`src/rtl/regfile_access_ctrl.sv`:
```
// Bank-side sequencer for a register file: one write and/or one dual read per transaction, write first.
// Optional macro REGFILE_ADDR_ERR_EN adds the AddrErr output for out-of-range addresses.
module regfile_access_ctrl #(
  parameter int N  = 16,
  parameter int R  = 16,
  parameter int AW = 4
) (
  input  logic          Clk,
  input  logic          Rst,
  input  logic          WrReq,
  input  logic [AW-1:0] WrAddr,
  input  logic [N-1:0]  WrData,
  input  logic          RdReq,
  input  logic [AW-1:0] RdAddrA,
  input  logic [AW-1:0] RdAddrB,
  output logic          Ready,
  output logic [R-1:0]  Ld,
  output logic [N-1:0]  WData,
  output logic [R-1:0]  Oea,
  output logic [R-1:0]  Oeb,
  input  logic [N-1:0]  BusA,
  input  logic [N-1:0]  BusB,
  output logic [N-1:0]  DataA,
  output logic [N-1:0]  DataB,
  output logic          RdValid
`ifdef REGFILE_ADDR_ERR_EN
  ,
  output logic          AddrErr
`endif
);

  typedef enum logic [1:0] {
    ST_IDLE  = 2'd0,
    ST_WRITE = 2'd1,
    ST_READ  = 2'd2,
    ST_DONE  = 2'd3
  } state_t;

  localparam logic [AW:0] R_LIM = R[AW:0];

  state_t        state_r;
  state_t        state_s;
  logic          wr_req_r;
  logic          rd_req_r;
  logic [AW-1:0] wr_addr_r;
  logic [N-1:0]  wr_data_r;
  logic [AW-1:0] rd_addr_a_r;
  logic [AW-1:0] rd_addr_b_r;
  logic [N-1:0]  data_a_r;
  logic [N-1:0]  data_b_r;

  function automatic logic in_range(input logic [AW-1:0] a);
    return ({1'b0, a} < R_LIM);
  endfunction

  // Out-of-range addresses match no bit, so the vector stays all-zero.
  function automatic logic [R-1:0] decode_onehot(input logic [AW-1:0] a);
    logic [R-1:0] v;
    v = {R{1'b0}};
    for (int i = 0; i < R; i++) begin
      if ({1'b0, a} == i[AW:0]) begin
        v[i] = 1'b1;
      end else begin
        v[i] = 1'b0;
      end
    end
    return v;
  endfunction

  // State register.
  always_ff @(posedge Clk) begin
    if (Rst) begin
      state_r <= ST_IDLE;
    end else begin
      state_r <= state_s;
    end
  end

  // Next state and enable decode; enables come only from registered state and latched requests.
  always_comb begin
    state_s = state_r;
    Ready   = 1'b0;
    Ld      = {R{1'b0}};
    Oea     = {R{1'b0}};
    Oeb     = {R{1'b0}};
    WData   = {N{1'b0}};
    RdValid = 1'b0;
    case (state_r)
      ST_IDLE: begin
        Ready = 1'b1;
        if (WrReq) begin
          state_s = ST_WRITE;
        end else if (RdReq) begin
          state_s = ST_READ;
        end else begin
          state_s = ST_IDLE;
        end
      end
      ST_WRITE: begin
        Ld    = decode_onehot(wr_addr_r);
        WData = wr_data_r;
        if (rd_req_r) begin
          state_s = ST_READ;
        end else begin
          state_s = ST_IDLE;
        end
      end
      ST_READ: begin
        Oea     = decode_onehot(rd_addr_a_r);
        Oeb     = decode_onehot(rd_addr_b_r);
        state_s = ST_DONE;
      end
      ST_DONE: begin
        RdValid = 1'b1;
        state_s = ST_IDLE;
      end
      default: begin
        state_s = ST_IDLE;
      end
    endcase
  end

  // Request latch, loaded only when a request is accepted in IDLE.
  always_ff @(posedge Clk) begin
    if (Rst) begin
      wr_req_r    <= 1'b0;
      rd_req_r    <= 1'b0;
      wr_addr_r   <= {AW{1'b0}};
      wr_data_r   <= {N{1'b0}};
      rd_addr_a_r <= {AW{1'b0}};
      rd_addr_b_r <= {AW{1'b0}};
    end else if ((state_r == ST_IDLE) && (WrReq || RdReq)) begin
      wr_req_r    <= WrReq;
      rd_req_r    <= RdReq;
      wr_addr_r   <= WrAddr;
      wr_data_r   <= WrData;
      rd_addr_a_r <= RdAddrA;
      rd_addr_b_r <= RdAddrB;
    end
  end

  // Read capture; an out-of-range channel reads 0 instead of the floating bus.
  always_ff @(posedge Clk) begin
    if (Rst) begin
      data_a_r <= {N{1'b0}};
      data_b_r <= {N{1'b0}};
    end else if (state_r == ST_READ) begin
      data_a_r <= in_range(rd_addr_a_r) ? BusA : {N{1'b0}};
      data_b_r <= in_range(rd_addr_b_r) ? BusB : {N{1'b0}};
    end
  end

  assign DataA = data_a_r;
  assign DataB = data_b_r;

`ifdef REGFILE_ADDR_ERR_EN
  logic addr_err_r;

  // Error pulse lands in the transaction's final cycle: DONE, or the IDLE after a lone WRITE.
  always_ff @(posedge Clk) begin
    if (Rst) begin
      addr_err_r <= 1'b0;
    end else if ((state_r == ST_WRITE) && !rd_req_r) begin
      addr_err_r <= !in_range(wr_addr_r);
    end else if (state_r == ST_READ) begin
      addr_err_r <= (wr_req_r && !in_range(wr_addr_r)) ||
                    !in_range(rd_addr_a_r) || !in_range(rd_addr_b_r);
    end else begin
      addr_err_r <= 1'b0;
    end
  end

  assign AddrErr = addr_err_r;
`endif

endmodule

```
`config.mk`:
```
export PLATFORM = sky130hd
export DESIGN_NAME = regfile_access_ctrl
export DESIGN_NICKNAME = d
export VERILOG_FILES = /design/src/rtl/regfile_access_ctrl.sv
export SDC_FILE = /design/constraint.sdc
export NUM_CORES = 1
export LEC_CHECK = 0
export CAP_MARGIN = 20
export CELL_PAD_IN_SITES_DETAIL_PLACEMENT = 0
export CELL_PAD_IN_SITES_GLOBAL_PLACEMENT = 1
export CORE_AREA = 5 5 107 109
export DETAILED_ROUTE_END_ITERATION = 8
export DIE_AREA = 0 0 112 114
export PLACE_DENSITY = 0.95
export SETUP_SLACK_MARGIN = 0.4
export SYNTH_ARGS = -nofsm -noshare
export SYNTH_HDL_FRONTEND = slang
export SYNTH_SLANG_ARGS = --single-unit
export TNS_END_PERCENT = 100
```
`constraint.sdc`:
```
create_clock -name Clk -period 4.2 [get_ports Clk]
set_input_delay 0.84 -clock Clk [delete_from_list [all_inputs] [get_ports Clk]]
set_output_delay 0.84 -clock Clk [all_outputs]
set_load 0.02 [all_outputs]
```
Word-level counts from Yosys, hierarchy flattened
Index checks and enable logic that the tools add are counted.
Word-level totals
  register bits after elaboration: 63
  latch bits: 0
  RAM bits: 0
  memory bits (read-only): 0
  input bits: 64
  output and inout port bits: 98
  memories: 0
Cells by class
  add/subtract/negate cells: 0
  multiply operators: 0
  divide/modulo/power cells: 0
  $lt $le $gt $ge: 0
  equal/unequal tests: 48
  shifts and indexed selects: 0
  mux-type cells: 58
  bitwise operators: 0
  reduce and logical (&&, ||, !) cells: 6
Operator list (count)
  $eq 4x4->1 const B: 24
  $mux 16: 4
  $mux 1: 50
  $eq 4x3->1 const B: 12
  $eq 4x2->1 const B: 6
  $eq 4x1->1 const B: 3
  $logic_not 4->1: 3
  $pmux 2 s4: 1
  $mux 2: 3
  $eq 2x2->1 const B: 2
  $eq 2x1->1 const B: 1
  $logic_not 2->1: 1
  $logic_and 1x1->1: 1
  $logic_or 1x1->1: 1

Logic depth before layout (Yosys ltp)
Gate-level depths: netlist (run 1).
  word-level depth: 3
  gate-level depth with buffers: 5
  depth with buffers taken out: 3

Least setup slack after synthesis (run 1)
Ideal clock, no wire load.
  kind: register to output
  from: register state_r[1]
  to: output port Oea[4]
  arrival time: 1.328 ns
  required time: 3.360 ns
  setup slack: 2.032 ns
  cell stages (with the launch flop): 5
  path buffers: 1
  cell sequence: dfxtp_1 > nor2b_1 > buf_4 > nand3b_1 > nor3_1
On the way
  longest elaborated chain between the ends: 2
RTL lines
  start, declared: RTL line 41  | state_t state_r;
  start signal, assigned: RTL line 75  | state_r <= state_s;
  $eq 2x2->1: RTL line 88  | case (state_r)
  $mux 16: RTL line 88
  end, declared: RTL line 19  | output logic [R-1:0] Oea,
Every way passes these cells.

Worst setup path after layout (run 1)
  from: register state_r[1]
  to: output port Oea[2]
The elaborated chain is that of the path after synthesis.

==> flow_summary.html, run 1 <==
<table>
<tr><th>Metric</th><th>Value</th></tr>
<tr><th colspan="2">Power and ir drop</th></tr>
<tr><td>PwrDens</td><td>just over 300 nW/um2</td></tr>
<tr><td>Worst vdd rail ir drop</td><td>roughly 0.17 mV</td></tr>
<tr><td>Static leakage power</td><td>roughly 0.0017 uW</td></tr>
<tr><th colspan="2">CTS</th></tr>
<tr><td>Number of sinks driven by the clock tree</td><td>63</td></tr>
<tr><td>Post-CTS setup repair buffer count</td><td>0</td></tr>
<tr><td>Insertion delay of the later-clocked pin in the worst-skew pair</td><td>~0.33 ns</td></tr>
<tr><td>Number of buffers inserted during clock tree synthesis</td><td>9</td></tr>
<tr><td>Clock transition time at the flip-flop clock pins of the worst setup and hold paths</td><td>0.07 ns</td></tr>
<tr><td>Depth of the CTS H-tree</td><td>3</td></tr>
<tr><td>Quantity of gates resized following cts</td><td>0</td></tr>
<tr><td>Cts hold-fix bufs</td><td>0</td></tr>
<tr><td>CTS tree</td><td>done</td></tr>
<tr><td>Worst-case clock buffer depth</td><td>2</td></tr>
<tr><td>Clock root cell</td><td>sky130_fd_sc_hd__clkbuf_8</td></tr>
<tr><th colspan="2">Route</th></tr>
<tr><td>Initial DRT Pass Iterations</td><td>6</td></tr>
<tr><td>Average via count per standard cell</td><td>4.41</td></tr>
<tr><td>Overall routed net length</td><td>8.76 mm</td></tr>
<tr><td>Routed via count</td><td>a little under 3000</td></tr>
<tr><td>DRC violation total after the first TritonRoute iteration</td><td>~170</td></tr>
<tr><td>Routed WL per cell</td><td>around 13 um</td></tr>
<tr><td>Number of nets still failing antenna checks after routing</td><td>0</td></tr>
<tr><td>Number of remaining DRC errors</td><td>0</td></tr>
<tr><th colspan="2">Logic synthesis</th></tr>
<tr><td>Post-synthesis cell type count</td><td>24</td></tr>
<tr><td>Cell type with the highest aggregate area in the netlist</td><td>sky130_fd_sc_hd__dfxtp_1</td></tr>
<tr><td>Post-synthesis instance area</td><td>around 3000 um2</td></tr>
<tr><td>Mean instance size in the synthesized netlist</td><td>a little over 8 um2</td></tr>
<tr><td>Sequential fraction of the synthesis area</td><td>a little over two fifths</td></tr>
<tr><td>Area share of the leading cell type in the synthesized netlist</td><td>42.7%</td></tr>
<tr><td>Syn_nets</td><td>between 400 and 500</td></tr>
<tr><td>Synthesis-stage register bit count</td><td>63</td></tr>
<tr><td>Warnings from Yosys</td><td>0</td></tr>
<tr><td>Ranking of synthesized cells by area</td><td>sky130_fd_sc_hd__dfxtp_1 43%, sky130_fd_sc_hd__nand2b_1 13%, sky130_fd_sc_hd__mux2i_1 9.5%</td></tr>
<tr><td>Number of instances in the synthesized netlist</td><td>between 300 and 400</td></tr>
<tr><th colspan="2">Worst setup path</th></tr>
<tr><td>Data required time of the critical path</td><td>3.36 ns</td></tr>
<tr><td>WS Path Type</td><td>flip-flop to primary output</td></tr>
<tr><td>Signal arrival time at the worst endpoint</td><td>roughly 2.6 ns</td></tr>
<tr><td>Worst Setup Start Kind</td><td>flip-flop</td></tr>
<tr><td>Endpoint class of the critical path</td><td>primary output</td></tr>
<tr><td>Maximum fanout count along the critical path</td><td>21</td></tr>
<tr><th colspan="2">Timing</th></tr>
<tr><td>Final critical-path share of the clock period</td><td>between 80% and 90%</td></tr>
<tr><td>Maximum achievable frequency</td><td>roughly 0.29 GHz</td></tr>
<tr><td>Transition time of the tightest slew-check pin</td><td>~0.86 ns</td></tr>
<tr><td>Slew Limit Fails</td><td>0</td></tr>
<tr><td>Slew Limit Headroom</td><td>42.6%</td></tr>
<tr><td>Final-report hold violation count</td><td>0</td></tr>
<tr><td>Unrepaired setup endpoints after global routing</td><td>no</td></tr>
<tr><td>Slack of the critical path</td><td>around 0.73 ns</td></tr>
<tr><td>Hold_ws</td><td>between 0.4 and 0.5 ns</td></tr>
<tr><td>Final sum of negative setup slack</td><td>0 ns</td></tr>
<tr><td>Number of failing setup endpoints in the final timing report</td><td>0</td></tr>
<tr><td>Final setup skew</td><td>~0.0075 ns</td></tr>
<tr><td>Period minus WS final</td><td>roughly 3.5 ns</td></tr>
<tr><th colspan="2">Placed design</th></tr>
<tr><td>DP Worst Slack</td><td>about 1.0 ns</td></tr>
<tr><td>HPWL after detailed placement</td><td>6.59 mm</td></tr>
<tr><td>Placed Cells incl. Taps</td><td>between 600 and 700</td></tr>
<tr><td>Placer Congestion</td><td>between 0.8 and 0.9</td></tr>
<tr><td>Number of buffer cells added on primary ports</td><td>~160</td></tr>
<tr><th colspan="2">Die</th></tr>
<tr><td>DIE WIDTH</td><td>around 110 um</td></tr>
<tr><td>Die area</td><td>12800 um2</td></tr>
<tr><td>Count of standard-cell rows</td><td>38</td></tr>
<tr><td>Die height</td><td>between 100 and 150 um</td></tr>
<tr><td>Number of ports placed on the die boundary</td><td>162</td></tr>
<tr><td>Core Footprint</td><td>10500 um2</td></tr>
<tr><td>Initial standard-cell utilization of the core</td><td>roughly 28%</td></tr>
<tr><th colspan="2">Finish</th></tr>
<tr><td>Post-Layout Cell Count</td><td>approximately 660</td></tr>
<tr><td>Nets@finish</td><td>583</td></tr>
<tr><td>Antenna cells</td><td>0</td></tr>
<tr><td>Most frequent standard cell in the layout excluding fill and tap cells</td><td>sky130_fd_sc_hd__clkdlybuf4s50_1</td></tr>
<tr><td>Layout overhead on the synthesized area</td><td>63.5%</td></tr>
<tr><td>Fill cell instance count of the final layout</td><td>just over 1000</td></tr>
<tr><td>Post-layout util</td><td>approximately 46%</td></tr>
<tr><td>Share of cells above drive strength 1</td><td>under 10%</td></tr>
<tr><td>Multi-input gate area</td><td>between 1500 and 2000 um2</td></tr>
<tr><td>Sequential cell area</td><td>approximately 1300 um2</td></tr>
<tr><td>Most frequent cells in the layout</td><td>160 x sky130_fd_sc_hd__clkdlybuf4s50_1, 69 x sky130_fd_sc_hd__nand2_1, 63 x sky130_fd_sc_hd__dfxtp_1, 63 x sky130_fd_sc_hd__nand2b_1, 37 x sky130_fd_sc_hd__nor2_1</td></tr>
<tr><th colspan="2">Global routing</th></tr>
<tr><td>Pin count of the biggest net entering global routing</td><td>62</td></tr>
<tr><td>Number of antenna violations at the first check in global routing</td><td>0</td></tr>
<tr><td>Global routing usage summed across all routing layers</td><td>a little over an eighth</td></tr>
<tr><td>Overall overflow remaining after global route</td><td>0</td></tr>
<tr><td>Via count of the first global-routing pass</td><td>a little under 3000</td></tr>
<tr><td>First-pass GRT wire length</td><td>13.9 mm</td></tr>
<tr><th colspan="2">Job</th></tr>
<tr><td>Max capacitance violation total</td><td>0</td></tr>
<tr><th colspan="2">Min path</th></tr>
<tr><td>Path class of the lowest-slack min-delay path</td><td>flip-flop to flip-flop</td></tr>
<tr><th colspan="2">Run status</th></tr>
<tr><td>Result of the run</td><td>finished clean</td></tr>
</table>
[critical path: stages, from the launching register on]
cell and delay (ns):
sky130_fd_sc_hd__dfxtp_1 0.42, sky130_fd_sc_hd__nor2b_2 0.74, sky130_fd_sc_hd__nand3b_1 0.27, sky130_fd_sc_hd__nor3_1 0.22, sky130_fd_sc_hd__clkdlybuf4s50_1 0.65
[layout make-up]
class	count	area share (%)
tap	140	3.63
sequential	63	26.1
timing repair buffer	165	33.9
clock buffer	10	2.64
multi-input combinational	280	32.4
clock inverter	6	1.27
[worst paths after layout]
| path | from | endpoint | slack [ns] | cells after the start |
|---|---|---|---|---|
| worst min-delay path | DataA[14]$_SDFFE_PP0P_ | DataA[14]$_SDFFE_PP0P_ | 0.46 | 2 |
| worst max-delay path | state_r[1]$_SDFF_PP0_ | Oea[2] | 0.73 | 4 |
| worst max register to register | state_r[1]$_SDFF_PP0_ | DataB[3]$_SDFFE_PP0P_ | 2.38 | 4 |
| worst min register to register | DataA[14]$_SDFFE_PP0P_ | DataA[14]$_SDFFE_PP0P_ | 0.46 | 2 |
[layer usage]
metal	track usage (%)	vias to the layer above	wire length, um
li1	-	1484	-
met1	15.1	1308	3570
met2	21.8	113	4200
met3	5.46	20	766
met4	4.81	0	219
met5	0	-	0
[cell families (layout without fill, tap and decap cells)]
kind of cell           after synthesis  count (layout)  synth area share [%]
AND/OR/NAND/NOR                    215             215                  36.8
multiplexers                        28              28                  9.50
flip-flops                          63              63                  42.7
buffers and inverters               23             181                  4.37
AO/OA/AOI/OAI                       37              37                  6.61
[power by group]
group | internal (uW) | switching (uW)
Combinational | 158 | 140
Clock | 272 | 236
Sequential | 640 | 34.0
[flip-flops by register name, summed over array words and instances, names as in the netlist]
name / cells
wr_addr_r: 4
state_r: 2
wr_data_r: 16
DataB: 16
rd_req_r: 1
rd_addr_b_r: 4
DataA: 16
rd_addr_a_r: 4
[Yosys cell counts]
library cell / count
sky130_fd_sc_hd__a21bo_2: 1
sky130_fd_sc_hd__a21oi_1: 34
sky130_fd_sc_hd__and2_1: 17
sky130_fd_sc_hd__and2b_1: 1
sky130_fd_sc_hd__buf_1: 1
sky130_fd_sc_hd__buf_2: 7
sky130_fd_sc_hd__buf_4: 3
sky130_fd_sc_hd__buf_6: 3
sky130_fd_sc_hd__clkbuf_1: 9
sky130_fd_sc_hd__dfxtp_1: 63
sky130_fd_sc_hd__mux2i_1: 28
sky130_fd_sc_hd__nand2_1: 69
sky130_fd_sc_hd__nand2b_1: 63
sky130_fd_sc_hd__nand3_1: 3
sky130_fd_sc_hd__nand3b_1: 6
sky130_fd_sc_hd__nor2_1: 37
sky130_fd_sc_hd__nor2_2: 1
sky130_fd_sc_hd__nor2b_1: 2
sky130_fd_sc_hd__nor3_1: 10
sky130_fd_sc_hd__nor3_2: 3
sky130_fd_sc_hd__o21a_1: 1
sky130_fd_sc_hd__o21bai_1: 1
sky130_fd_sc_hd__or3_1: 2
sky130_fd_sc_hd__or3b_1: 1
[through the flow]
| step | area (um2) | power (uW) |
|---|---|---|
| 6_report | 4830 | 1480 |
| 5_1_grt | 4830 | 1570 |
| 4_1_cts | 4830 | 1510 |
| 3_5_place_dp | 4640 | 988 |
| 3_3_place_gp | 4640 | 981 |
| 2_1_floorplan | 2950 | 851 |
Power figures use the tool's default switching activity.
==> inputs of run 2 (changes only) <==
CORE_AREA = 5 5 111 113   (was 5 5 107 109)
DIE_AREA = 0 0 116 118   (was 0 0 112 114)
PLACE_DENSITY = 0.9   (was 0.95)
clock period = 3.3 ns   (was 4.2 ns; I/O delays follow)
==> flow_summary.html, run 2 (synthesized netlist as in run 1, its figures left out) <==
<table>
<tr><th>Metric</th><th>Value</th></tr>
<tr><th colspan="2">Global routing</th></tr>
<tr><td>First-pass GRT wire length</td><td>approximately 14 mm</td></tr>
<tr><td>Pin count of the biggest net entering global routing</td><td>92</td></tr>
<tr><td>Global routing usage summed across all routing layers</td><td>around 13%</td></tr>
<tr><td>Via count of the first global-routing pass</td><td>around 2800</td></tr>
<tr><td>Overall overflow remaining after global route</td><td>0</td></tr>
<tr><td>Number of antenna violations at the first check in global routing</td><td>0</td></tr>
<tr><th colspan="2">Timing</th></tr>
<tr><td>Maximum achievable frequency</td><td>roughly 0.35 GHz</td></tr>
<tr><td>Final setup skew</td><td>roughly 0.0045 ns</td></tr>
<tr><td>Final critical-path share of the clock period</td><td>about 86%</td></tr>
<tr><td>Number of failing setup endpoints in the final timing report</td><td>0</td></tr>
<tr><td>Unrepaired setup endpoints after global routing</td><td>yes</td></tr>
<tr><td>Period minus WS final</td><td>roughly 2.8 ns</td></tr>
<tr><td>Final-report hold violation count</td><td>0</td></tr>
<tr><td>Transition time of the tightest slew-check pin</td><td>0.742 ns</td></tr>
<tr><td>Slew Limit Fails</td><td>0</td></tr>
<tr><td>Slew Limit Headroom</td><td>about half</td></tr>
<tr><td>Final sum of negative setup slack</td><td>0 ns</td></tr>
<tr><th colspan="2">Route</th></tr>
<tr><td>Number of remaining DRC errors</td><td>0</td></tr>
<tr><td>Routed via count</td><td>2915</td></tr>
<tr><td>Overall routed net length</td><td>approximately 9 mm</td></tr>
<tr><td>Average via count per standard cell</td><td>roughly 4.4</td></tr>
<tr><td>Routed WL per cell</td><td>roughly 13 um</td></tr>
<tr><td>Initial DRT Pass Iterations</td><td>4</td></tr>
<tr><td>Number of nets still failing antenna checks after routing</td><td>0</td></tr>
<tr><td>DRC violation total after the first TritonRoute iteration</td><td>between 100 and 150</td></tr>
<tr><th colspan="2">Finish</th></tr>
<tr><td>Fill cell instance count of the final layout</td><td>~1100</td></tr>
<tr><td>Most frequent standard cell in the layout excluding fill and tap cells</td><td>sky130_fd_sc_hd__clkdlybuf4s50_1</td></tr>
<tr><td>Layout overhead on the synthesized area</td><td>69.0%</td></tr>
<tr><td>Most frequent cells in the layout</td><td>147 x sky130_fd_sc_hd__clkdlybuf4s50_1, 69 x sky130_fd_sc_hd__nand2_1, 62 x sky130_fd_sc_hd__dfxtp_1, 62 x sky130_fd_sc_hd__nand2b_1, 37 x sky130_fd_sc_hd__nor2_1</td></tr>
<tr><td>Final non-filler cell area</td><td>4990 um2</td></tr>
<tr><td>Nets@finish</td><td>584</td></tr>
<tr><td>Antenna cells</td><td>0</td></tr>
<tr><td>Share of cells above drive strength 1</td><td>roughly 5.7%</td></tr>
<tr><th colspan="2">Min path</th></tr>
<tr><td>Cell count of the worst hold path</td><td>2</td></tr>
<tr><td>Path class of the lowest-slack min-delay path</td><td>flip-flop to flip-flop</td></tr>
<tr><th colspan="2">Worst setup path</th></tr>
<tr><td>Number of gates on the worst path with buffers counted</td><td>4</td></tr>
<tr><td>Worst Setup Start Kind</td><td>flip-flop</td></tr>
<tr><td>Maximum fanout count along the critical path</td><td>7</td></tr>
<tr><td>Worst r2r path cells</td><td>4</td></tr>
<tr><td>Signal arrival time at the worst endpoint</td><td>about 2.2 ns</td></tr>
<tr><td>Data required time of the critical path</td><td>between 2 and 3 ns</td></tr>
<tr><td>Master of the slowest instance on the critical path</td><td>sky130_fd_sc_hd__clkdlybuf4s50_1</td></tr>
<tr><td>Buffers plus inverters on the worst setup path</td><td>1</td></tr>
<tr><td>CP cell instances</td><td>nor2b_2 &gt; nand3_1 &gt; nor3_1 &gt; clkdlybuf4s50_1</td></tr>
<tr><td>CP top delay family</td><td>simple AND/OR/NAND/NOR gates</td></tr>
<tr><td>Endpoint class of the critical path</td><td>primary output</td></tr>
<tr><td>WS Path Type</td><td>flip-flop to primary output</td></tr>
<tr><td>Maximum cell stage delay along the critical path</td><td>0.64 ns</td></tr>
<tr><th colspan="2">CTS</th></tr>
<tr><td>Depth of the CTS H-tree</td><td>3</td></tr>
<tr><td>CTS tree</td><td>done</td></tr>
<tr><td>Clock transition time at the flip-flop clock pins of the worst setup and hold paths</td><td>~0.050 ns</td></tr>
<tr><td>Worst-case clock buffer depth</td><td>2</td></tr>
<tr><td>Clock root cell</td><td>sky130_fd_sc_hd__clkbuf_16</td></tr>
<tr><td>Number of buffers inserted during clock tree synthesis</td><td>9</td></tr>
<tr><td>Number of sinks driven by the clock tree</td><td>63</td></tr>
<tr><td>Post-CTS setup repair buffer count</td><td>0</td></tr>
<tr><td>Insertion delay of the later-clocked pin in the worst-skew pair</td><td>0.32 ns</td></tr>
<tr><th colspan="2">Placed design</th></tr>
<tr><td>HPWL after detailed placement</td><td>6.68 mm</td></tr>
<tr><td>Number of buffer cells added on primary ports</td><td>between 150 and 200</td></tr>
<tr><td>Cell area after placement</td><td>4660 um2</td></tr>
<tr><td>Placer Congestion</td><td>0.836</td></tr>
<tr><th colspan="2">Power and ir drop</th></tr>
<tr><td>Clock network fraction of total power</td><td>roughly 43%</td></tr>
<tr><td>Net switching power figure</td><td>554 uW</td></tr>
<tr><td>PwrDens</td><td>around 440 nW/um2</td></tr>
<tr><td>Static leakage power</td><td>between 0.002 and 0.0025 uW</td></tr>
<tr><td>Switching power as a share of total power</td><td>25.5%</td></tr>
<tr><td>Design internal power</td><td>about 1600 uW</td></tr>
<tr><td>Comb pwr share</td><td>between 10% and 20%</td></tr>
<tr><td>Tot Pwr</td><td>~2200 uW</td></tr>
<tr><td>Worst vdd rail ir drop</td><td>roughly 0.19 mV</td></tr>
<tr><td>Relative contribution of sequential cells to total power</td><td>between 30 and 40%</td></tr>
<tr><th colspan="2">Die</th></tr>
<tr><td>Core Footprint</td><td>~11000 um2</td></tr>
<tr><td>Count of standard-cell rows</td><td>39</td></tr>
<tr><td>Number of ports placed on the die boundary</td><td>about 160</td></tr>
<tr><td>Die area</td><td>13700 um2</td></tr>
<tr><td>DIE WIDTH</td><td>~120 um</td></tr>
<tr><td>Initial standard-cell utilization of the core</td><td>about a quarter</td></tr>
<tr><td>Die height</td><td>between 100 and 150 um</td></tr>
<tr><th colspan="2">Run status</th></tr>
<tr><td>Result of the run</td><td>finished clean</td></tr>
<tr><th colspan="2">Job</th></tr>
<tr><td>Max capacitance violation total</td><td>0</td></tr>
</table>
[run 2: cell count changes in the layout (fill, tap and decap cells not counted)]
cell | before | now
sky130_fd_sc_hd__dfxtp_1 | 63 | 62
sky130_fd_sc_hd__clkinvlp_4 | 1 | 2
sky130_fd_sc_hd__clkbuf_1 | 1 | 0
sky130_fd_sc_hd__dlygate4sd2_1 | 0 | 2
sky130_fd_sc_hd__buf_12 | 0 | 1
sky130_fd_sc_hd__nand2b_1 | 63 | 62
sky130_fd_sc_hd__dlymetal6s2s_1 | 0 | 11
sky130_fd_sc_hd__clkbuf_16 | 0 | 9
sky130_fd_sc_hd__clkbuf_8 | 9 | 1
sky130_fd_sc_hd__dfxtp_2 | 0 | 1
sky130_fd_sc_hd__clkdlybuf4s50_1 | 160 | 147
sky130_fd_sc_hd__nand2b_2 | 0 | 1
sky130_fd_sc_hd__clkinv_4 | 1 | 0
[run 2: layout make-up]
class                   count  area, um2  area share, %
well taps                 143        179           3.59
clock inverters             6       60.1           1.20
repair buffers            166       1680           33.7
multi-input cells         280       1570           31.4
clock buffers              10        239           4.79
flip-flops and latches     63       1260           25.3
[run 2: worst paths after layout]
kind	from	end	slack (ns)
min	DataA[4]$_SDFFE_PP0P_	DataA[4]$_SDFFE_PP0P_	0.45
min reg2reg	DataA[4]$_SDFFE_PP0P_	DataA[4]$_SDFFE_PP0P_	0.45
max	state_r[1]$_SDFF_PP0_	Oeb[9]	0.46
max reg2reg	state_r[1]$_SDFF_PP0_	wr_data_r[6]$_SDFFE_PP0P_	1.59
[run 2: stage by stage]
step                      cells  setup WS (ns)  utilization, %  hold WS [ns]
after floorplan             366           1.31               -         0.427
after global placement      652          0.691            41.5         0.438
after detailed placement    652          0.624            41.5         0.447
after CTS                   668          0.396            44.2         0.454
after global routing        668          0.339            44.4         0.477
final                       668          0.461            44.4         0.452
[run 2: power groups by stage]
| stage | Combinational (uW) | Clock [uW] | Sequential (uW) |
|---|---|---|---|
| CTS | 392 | 966 | 859 |
| global route | 419 | 996 | 868 |
| finish | 386 | 930 | 860 |
| floorplan | 194 | 0 | 889 |
| detailed placement | 390 | 0 | 875 |
| global placement | 384 | 0 | 872 |
[run 2: routing by layer]
metal | wire, um | vias to the layer above | GRT usage (%)
met1 | 3660 | 1312 | 15.0
met3 | 835 | 10 | 4.73
met2 | 4410 | 101 | 21.4
li1 | - | 1492 | -
met4 | 118 | 0 | 5.08
met5 | 0 | - | 0
[run 2: worst reg2reg max path: stages, from the launching register on]
cell and delay, ns:
sky130_fd_sc_hd__dfxtp_1 0.37, sky130_fd_sc_hd__nor2_2 0.19, sky130_fd_sc_hd__o21a_1 0.58, sky130_fd_sc_hd__buf_12 0.27
sky130_fd_sc_hd__mux2i_1 0.23
[run 2: what timing repair did]
action                                  in CTS  in global routing
resized for setup                            3                 12
endpoints found under the setup margin      10                 29
gates cloned                                 0                  0
hold buffers                                 0                  0
pin swaps                                    0                  0
